**config.mk**
```make
export PLATFORM = sky130hd
export DESIGN_NAME = muldiv_seq
export DESIGN_NICKNAME = d
export VERILOG_FILES = /design/src/rtl/muldiv_pkg.sv /design/src/rtl/muldiv_cycle_counter.sv /design/src/rtl/muldiv_seq.sv
export SDC_FILE = /design/constraint.sdc
export NUM_CORES = 1
export LEC_CHECK = 0
export BUFFER_PORTS_ARGS = -buffer_cell sky130_fd_sc_hd__buf_2
export CORE_AREA = 2 2 142 144
export DETAILED_ROUTE_END_ITERATION = 12
export DIE_AREA = 0 0 144 146
export PLACE_DENSITY = 0.64
export SLEW_MARGIN = 10
export SYNTH_ARGS = -nofsm -noshare
export SYNTH_HDL_FRONTEND = slang
export SYNTH_SLANG_ARGS = --single-unit
```
**constraint.sdc**
```tcl
create_clock -name clk -period 4.9 [get_ports clk]
set_clock_uncertainty 0.15 [all_clocks]
set_input_delay 0.98 -clock clk [delete_from_list [all_inputs] [get_ports clk]]
set_output_delay 0.98 -clock clk [all_outputs]
set_load 0.05 [all_outputs]
```
**src/rtl/muldiv_pkg.sv**
```systemverilog
// Shared definitions for the multiply/divide sequencer.
// States, op codes, default latencies and the counter width.
package muldiv_pkg;

    localparam int CNT_W        = 6;
    localparam int MULT_LAT_DEF = 33;
    localparam int DIV_LAT_DEF  = 33;

    localparam logic OP_MULT = 1'b0;
    localparam logic OP_DIV  = 1'b1;

    typedef enum logic [1:0] {
        ST_IDLE,
        ST_START,
        ST_WAIT,
        ST_COMMIT
    } state_e;

endpackage

```
**src/rtl/muldiv_cycle_counter.sv**
```systemverilog
// Loadable down-counter that times the fixed unit latency.
// Load wins over decrement; it never wraps below zero.
module muldiv_cycle_counter
    import muldiv_pkg::*;
(
    input  logic             clk,
    input  logic             reset,
    input  logic             load,
    input  logic [CNT_W-1:0] load_val,
    input  logic             dec,
    output logic [CNT_W-1:0] count,
    output logic             zero
);

    logic [CNT_W-1:0] cnt_q;
    logic [CNT_W-1:0] cnt_d;

    // Next count: load, else saturating decrement.
    always_comb begin
        cnt_d = cnt_q;
        if (load) begin
            cnt_d = load_val;
        end else if (dec && (cnt_q != '0)) begin
            cnt_d = cnt_q - CNT_W'(1);
        end
    end

    // Count register, cleared asynchronously.
    always_ff @(posedge clk or posedge reset) begin
        if (reset) begin
            cnt_q <= '0;
        end else begin
            cnt_q <= cnt_d;
        end
    end

    assign count = cnt_q;
    assign zero  = (cnt_q == '0);

endmodule

```
**src/rtl/muldiv_seq.sv**
```systemverilog
// Multiply/divide sequencer owning the architectural HI/LO registers.
// Optional macro MULDIV_DIV0_TRAP_EN: divide-by-zero skips the divider.
module muldiv_seq
    import muldiv_pkg::*;
#(
    parameter int MULT_LAT = MULT_LAT_DEF,
    parameter int DIV_LAT  = DIV_LAT_DEF
) (
    input  logic        clk,
    input  logic        reset,
    input  logic        req_valid,
    input  logic        req_op,
    output logic        req_ready,
    input  logic [31:0] rs_val,
    input  logic [31:0] rt_val,
    output logic [31:0] op_a,
    output logic [31:0] op_b,
    output logic        mult_ctrl,
    output logic        div_ctrl,
    input  logic [31:0] mult_hi,
    input  logic [31:0] mult_lo,
    input  logic [31:0] div_hi,
    input  logic [31:0] div_lo,
    input  logic        hi_we,
    input  logic        lo_we,
    input  logic [31:0] wdata,
    output logic [31:0] hi,
    output logic [31:0] lo,
    output logic        busy,
    output logic        done,
    output logic        div_zero
);

    localparam logic [CNT_W-1:0] MULT_LOAD = CNT_W'(MULT_LAT - 1);
    localparam logic [CNT_W-1:0] DIV_LOAD  = CNT_W'(DIV_LAT - 1);

    state_e      state_q;
    state_e      state_d;
    logic        op_q;
    logic [31:0] a_q;
    logic [31:0] b_q;
    logic [31:0] hi_q;
    logic [31:0] lo_q;

    logic             accept;
    logic             trap_now;
    logic             skip_wr;
    logic [CNT_W-1:0] load_val;
    logic [CNT_W-1:0] cnt;
    logic             cnt_zero;

    assign accept   = req_valid && (state_q == ST_IDLE);
    assign load_val = (op_q == OP_DIV) ? DIV_LOAD : MULT_LOAD;

`ifdef MULDIV_DIV0_TRAP_EN
    logic dz_q;

    assign trap_now = (req_op == OP_DIV) && (rt_val == '0);
    assign skip_wr  = dz_q;
    assign div_zero = (state_q == ST_COMMIT) && dz_q;

    // Remember that the pending commit is a trapped divide.
    always_ff @(posedge clk or posedge reset) begin
        if (reset) begin
            dz_q <= 1'b0;
        end else if (accept) begin
            dz_q <= trap_now;
        end
    end
`else
    assign trap_now = 1'b0;
    assign skip_wr  = 1'b0;
    assign div_zero = 1'b0;
`endif

    muldiv_cycle_counter u_cnt (
        .clk      (clk),
        .reset    (reset),
        .load     (state_q == ST_START),
        .load_val (load_val),
        .dec      (state_q == ST_WAIT),
        .count    (cnt),
        .zero     (cnt_zero)
    );

    // Next-state logic; WAIT leaves on the edge where the count hits 0.
    always_comb begin
        state_d = state_q;
        unique case (state_q)
            ST_IDLE: begin
                if (accept) begin
                    state_d = trap_now ? ST_COMMIT : ST_START;
                end
            end
            ST_START: begin
                state_d = (load_val == '0) ? ST_COMMIT : ST_WAIT;
            end
            ST_WAIT: begin
                if (cnt_zero || (cnt == CNT_W'(1))) begin
                    state_d = ST_COMMIT;
                end
            end
            ST_COMMIT: begin
                state_d = ST_IDLE;
            end
            default: begin
                state_d = ST_IDLE;
            end
        endcase
    end

    // State register.
    always_ff @(posedge clk or posedge reset) begin
        if (reset) begin
            state_q <= ST_IDLE;
        end else begin
            state_q <= state_d;
        end
    end

    // Operand and op latch, held until the next acceptance.
    always_ff @(posedge clk or posedge reset) begin
        if (reset) begin
            op_q <= OP_MULT;
            a_q  <= '0;
            b_q  <= '0;
        end else if (accept) begin
            op_q <= req_op;
            a_q  <= rs_val;
            b_q  <= rt_val;
        end
    end

    // HI/LO: unit result at commit, direct writes only when idle.
    always_ff @(posedge clk or posedge reset) begin
        if (reset) begin
            hi_q <= '0;
            lo_q <= '0;
        end else if (state_q == ST_COMMIT) begin
            if (!skip_wr) begin
                hi_q <= (op_q == OP_DIV) ? div_hi : mult_hi;
                lo_q <= (op_q == OP_DIV) ? div_lo : mult_lo;
            end
        end else if (state_q == ST_IDLE) begin
            if (hi_we) begin
                hi_q <= wdata;
            end
            if (lo_we) begin
                lo_q <= wdata;
            end
        end
    end

    assign req_ready = (state_q == ST_IDLE) && !reset;
    assign busy      = (state_q != ST_IDLE);
    assign done      = (state_q == ST_COMMIT);
    assign mult_ctrl = (state_q == ST_START) && (op_q == OP_MULT);
    assign div_ctrl  = (state_q == ST_START) && (op_q == OP_DIV);
    assign op_a      = a_q;
    assign op_b      = b_q;
    assign hi        = hi_q;
    assign lo        = lo_q;

endmodule
```
==> results of run 1 <==
kinds of logic after synthesis:
family | share of synthesized area
buffers and inverters | 0.0341
AOI/OAI and AO/OA | 0.165
other | 0.000580
adders and majority gates | 0.0155
muxes | 0.217
DFF | 0.530
and+or+nand+nor | 0.0377
cell type report:
class / instances / area [um^2] / area share
Sequential cell: 137 / 3430 / 0.378
Multi-Input combinational cell: 337 / 2850 / 0.315
Timing Repair Buffer: 369 / 1860 / 0.206
Clock buffer: 17 / 425 / 0.0469
Tap cell: 265 / 332 / 0.0366
Clock inverter: 15 / 128 / 0.0141
Inverter: 8 / 35.0 / 0.00386
stage by stage:
stage | power, mW | std cells | utilization
finish | 8.00 | 1148 | 0.469
global route | 8.47 | 1148 | 0.469
CTS | 8.10 | 1148 | 0.469
floorplan | 5.71 | 524 | -
detailed placement | 6.86 | 1116 | 0.440
global placement | 6.80 | 1116 | 0.440
state kept, by name, indices dropped and copies added, names as in the netlist:
name / flops
state_q: 2
op_b: 32
lo: 32
op_q: 1
u_cnt.count: 6
hi: 32
op_a: 32
metal layers:
layer,vias to the layer above,track usage
li1,2612,-
met1,2612,0.222
met2,169,0.306
met3,41,0.0487
met4,0,0.0814
met5,-,0
synth_stat cells (3+ instances only):
cell type,count
a211oi_1,64
nor2b_1,3
nand2_1,4
buf_4,5
mux2i_1,65
clkbuf_1,15
dfrtp_1,137
mux2_2,66
inv_1,8
ha_1,8
buf_2,11
buf_1,11
nor2_1,39
a21oi_1,3
a21o_1,64
path summary, 6_finish.rpt:
path | cells past startpoint | slack, ps | end
hold / removal | 1 | 320 | hi[17]
setup / recovery | 5 | 1940 | mult_ctrl
hold reg to reg | 1 | 320 | hi[17]
setup reg to reg | 5 | 2200 | op_a[13]
max in group asynchronous | 3 | 3090 | lo[12]
min in group asynchronous | 2 | 590 | op_a[8]
power groups by stage:
| stage | Clock (mW) | Sequential (mW) | Combinational [mW] |
|---|---|---|---|
| final | 1.20 | 2.04 | 4.75 |
| after global routing | 1.30 | 2.13 | 5.03 |
| after CTS | 1.25 | 2.05 | 4.80 |
| after detailed placement | 0 | 2.06 | 4.80 |
| after global placement | 0 | 2.05 | 4.75 |
| after floorplan | 0 | 3.89 | 1.82 |
worst max-delay path: cells and delay by family, from the launching register on:
| kind | cells | cell delay (ps) |
|---|---|---|
| adder cells (fa/ha/maj) | 1 | 340 |
| flip-flops | 1 | 430 |
| buffers and inverters | 3 | 510 |
| AND/OR/NAND/NOR | 1 | 140 |
==> results.py, run 1 <==
metrics = {
    "synthesis": {
        "synth.top_cell.area_share": 0.530,
        "synth_seq_cells": 137,
        "synth-edff-count": 0,
        "synth_seq_area_share": 0.530,
        "synth_cell_type_count": 34,
        "synth_area_mm2": 0.00646,
        "synth_cells": 524,
        "yosys_warnings": 0,
        "synth_nets": 762,
        "async_reset_ff_frac": 1.00,
        "synth_area_leaders": "dfrtp_1 (53%), mux2_2 (11%), mux2i_1 (10%)",
        "ys.flop_type": "dfrtp_1",
        "synth_top_cell_by_area": "dfrtp_1",
        "synth.avg_cell_area_um2": 12.3,
    },
    "setup_path": {
        "crit_path_max_incr_delay_ps": 430,
        "critPathSlowestCell": "dfrtp_1",
        "crit_path_start": "state_q[1]",
        "path_class": "flop to output pin",
        "start_kind": "flop",
        "end_kind": "output pin",
        "arrival_ps": 1830,
        "cp_cell_sequence": "inv_1 -> ha_1 -> inv_1 -> nor2_1 -> buf_2",
        "crit_fanout": 10,
        "reg2reg_from": "state_q[0]",
        "crit_top_cell": "inv_1",
        "required_ps": 3770,
    },
    "floorplanning": {
        "rows": 51,
        "dieArea_mm2": 0.0210,
        "die_w_um": 144,
        "core-area_mm2": 0.0193,
        "start_util": 0.334,
        "num_io_pins": 364,
        "die_h_um": 146,
    },
    "cts": {
        "cts_setup_buffers": 0,
        "cts_tree": "built",
        "clk_pin_slew_worst_paths_ps": 60,
        "cts_made_buffers": 17,
        "cts_htree_levels": 4,
        "clockRootBuffer": "clkbuf_16",
        "clockBufferDepth": 2,
        "clock-sinks": 137,
        "cts-hold-fix-buffers": 0,
        "insertion_delay_ps": 410,
        "cts_resized": 0,
    },
    "pwr": {
        "ir_drop_uv": 350,
        "power_frac_clock": 0.150,
        "swShare": 0.522,
        "intPower_mw": 3.83,
        "power_density_mw_per_mm2": 882,
        "seqPwrFrac": 0.255,
        "p_leak_nw": 4.89,
        "pwr-share-comb": 0.594,
        "p_sw_mw": 4.17,
    },
    "placed_design": {
        "dp.final_hpwl_mm": 14.7,
        "io_buffers": 362,
        "place_congestion": 0.836,
        "pre_cts_slack_ps": 1930,
        "place_area_mm2": 0.00852,
    },
    "timing": {
        "setup_tns_ps": 0,
        "whs_ps": 319,
        "post-route-period-util": 0.605,
        "min_period_ps": 2960,
        "slew_headroom": 0.210,
        "rsz0062_at_grt": "no",
        "drv_slew": 0,
        "setup_ws_ps": 1940,
        "hold_violations": 0,
        "finalSetupViolCount": 0,
        "fmax_mhz": 337,
        "tightest_slew_ps": 1180,
    },
    "global_routing": {
        "grt-ovfl-total": 0,
        "grt_pass1_wl_mm": 29.7,
        "antenna_found_initial": 0,
        "grt_max_degree": 97,
        "grt_usage": 0.184,
        "grt_pass1_vias": 5523,
    },
    "routing": {
        "vias": 5434,
        "detail_route.iter0.violations": 124,
        "wl_met3_mm": 1.07,
        "ant_nets": 0,
        "top_layer": "met4",
        "wl_met2_mm": 9.60,
        "finalWirelength_mm": 19.1,
        "wl_per_cell_um": 16.7,
        "wl_met1_mm": 7.82,
        "route.detailed.drc": 0,
        "drt_pass1_iterations": 4,
        "viasPerCell": 4.73,
    },
    "layout": {
        "drive_gt1_frac": 0.541,
        "nets": 1108,
        "final_cell_mix": "buf_2 (362), dfrtp_1 (136), mux2_2 (66), mux2i_1 (65)",
        "fin_area_mm2": 0.00907,
        "num-fill-cells": 1864,
        "final_common_cell": "buf_2",
        "antenna_cells": 0,
        "area_growth_pct": 40.3,
    },
    "status": {
        "status": "complete, no violations",
    },
    "min_path": {
        "holdCritStartpoint": "hi[17]",
        "hold_path.class": "flop to flop",
    },
    "job": {
        "maxCapViolations": 0,
    },
}
No activity file was read; power rests on OpenSTA's default activity.
==> run 2, diff against run 1 <==
PLACE_DENSITY = 0.62   (was 0.64)
clock period = 2.9 ns   (was 4.9 ns; I/O delays follow)
==> results.py, run 2 (same netlist as run 1, synthesis figures left out) <==
metrics = {
    "global_routing": {
        "grt_usage": 0.183,
        "grt_pass1_wl_mm": 29.7,
        "grt_max_degree": 77,
        "grt_pass1_vias": 5515,
        "grt-ovfl-total": 0,
        "antenna_found_initial": 0,
    },
    "cts": {
        "clockBufferDepth": 2,
        "insertion_delay_ps": 410,
        "cts_htree_levels": 4,
        "cts_made_buffers": 17,
        "clk_pin_slew_worst_paths_ps": 60,
        "clockRootBuffer": "clkbuf_16",
        "cts_tree": "built",
        "clock-sinks": 137,
    },
    "timing": {
        "rsz0062_at_grt": "no",
        "post-route-period-util": 0.895,
        "slew_headroom": 0.299,
        "min_period_ps": 2600,
        "hold_violations": 0,
        "drv_slew": 0,
        "setup_tns_ps": 0,
        "finalSetupViolCount": 0,
        "fmax_mhz": 385,
        "whs_ps": 246,
        "setup_ws_ps": 305,
        "tightest_slew_ps": 1050,
    },
    "layout": {
        "final_cell_mix": "buf_2 (362), dfrtp_1 (136), mux2_2 (66), mux2i_1 (65)",
        "multiInputGateArea_mm2": 0.00285,
        "nets": 1112,
        "final_cells": 1152,
        "seq_area_mm2": 0.00343,
        "fin_area_mm2": 0.00920,
        "final_common_cell": "buf_2",
        "utilization": 0.476,
        "antenna_cells": 0,
        "drive_gt1_frac": 0.542,
        "num-fill-cells": 1822,
        "area_growth_pct": 42.2,
    },
    "routing": {
        "drt_pass1_iterations": 4,
        "viasPerCell": 4.72,
        "wl_per_cell_um": 16.6,
        "finalWirelength_mm": 19.2,
        "vias": 5434,
        "ant_nets": 0,
        "detail_route.iter0.violations": 229,
        "route.detailed.drc": 0,
    },
    "floorplanning": {
        "num_io_pins": 364,
        "die_h_um": 146,
        "rows": 51,
        "die_w_um": 144,
        "core-area_mm2": 0.0193,
        "dieArea_mm2": 0.0210,
        "start_util": 0.334,
    },
    "setup_path": {
        "reg2reg_from": "state_q[0]",
        "required_ps": 2170,
        "cp_top_family": "buffers and inverters",
        "crit_fanout": 10,
        "arrival_ps": 1870,
        "start_kind": "flop",
        "crit_top_cell": "inv_1",
        "critPathSlowestCell": "dfrtp_1",
        "cp_num_buf_inv": 3,
        "crit_path_max_incr_delay_ps": 430,
        "crit_path_start": "state_q[1]",
        "path_class": "flop to output pin",
        "cp_cell_sequence": "inv_1 -> ha_1 -> inv_1 -> nor2_1 -> buf_2",
        "end_kind": "output pin",
    },
    "min_path": {
        "holdCritStartpoint": "rt_val[21]",
        "hold_path.class": "primary input to flop",
    },
    "status": {
        "status": "complete, no violations",
    },
    "placed_design": {
        "io_buffers": 362,
        "dp.final_hpwl_mm": 14.6,
        "place_area_mm2": 0.00859,
        "pre_cts_slack_ps": 437,
        "dp.cells": 1119,
        "place_congestion": 0.841,
    },
    "pwr": {
        "finalPower_mw": 13.7,
        "power_density_mw_per_mm2": 1490,
        "p_leak_nw": 4.94,
        "ir_drop_uv": 675,
    },
    "job": {
        "maxCapViolations": 0,
    },
}
==> run 2: cell count changes in the layout (fill, tap and decap cells not counted), moves of 2 or more <==
cell and delta:
clkbuf_8 +2, bufinv_16 +2, inv_6 -6, inv_8 -2, buf_12 +4, clkinv_4 +2
==> run 2: worst reg2reg max path, stage by stage (launching register included) <==
cell and delay, ps:
dfrtp_1 440, ha_4 220, o21bai_4 820, buf_4 400
a211oi_1 80, a21o_1 190
==> run 2: final timing paths <==
path	cells past startpoint	end	slack (ps)
setup / recovery	5	mult_ctrl	300
hold / removal	2	op_b[21]	250
setup reg to reg	5	lo[8]	490
hold reg to reg	1	lo[30]	320
max in group asynchronous	4	hi[6]	1350
min in group asynchronous	3	op_b[10]	550
==> run 2: area by class of cell <==
cell class	instances	share of cell area
flip-flops and latches	137	0.373
multi-input cells	337	0.310
repair buffers	373	0.212
clock buffers	19	0.0493
well taps	265	0.0361
clock inverters	13	0.0156
inverters	8	0.00367
==> run 2: report_power, final <==
| group | internal [mW] | total [mW] | switching (mW) |
|---|---|---|---|
| Sequential | 2.91 | 3.50 | 0.590 |
| Combinational | 2.47 | 8.03 | 5.57 |
| Clock | 1.32 | 2.17 | 0.856 |
==> run 2: layer usage <==
| layer | track usage | share of wire |
|---|---|---|
| met4 | 0.0525 | 0.018 |
| met1 | 0.238 | 0.43 |
| met2 | 0.306 | 0.51 |
| met3 | 0.0408 | 0.046 |
| met5 | 0 | 0 |
==> run 2: repair_timing <==
item	CTS	global route
gates resized for setup	0	0
hold endpoints to repair	10	0
setup buffers	0	0
hold buffers	1	0
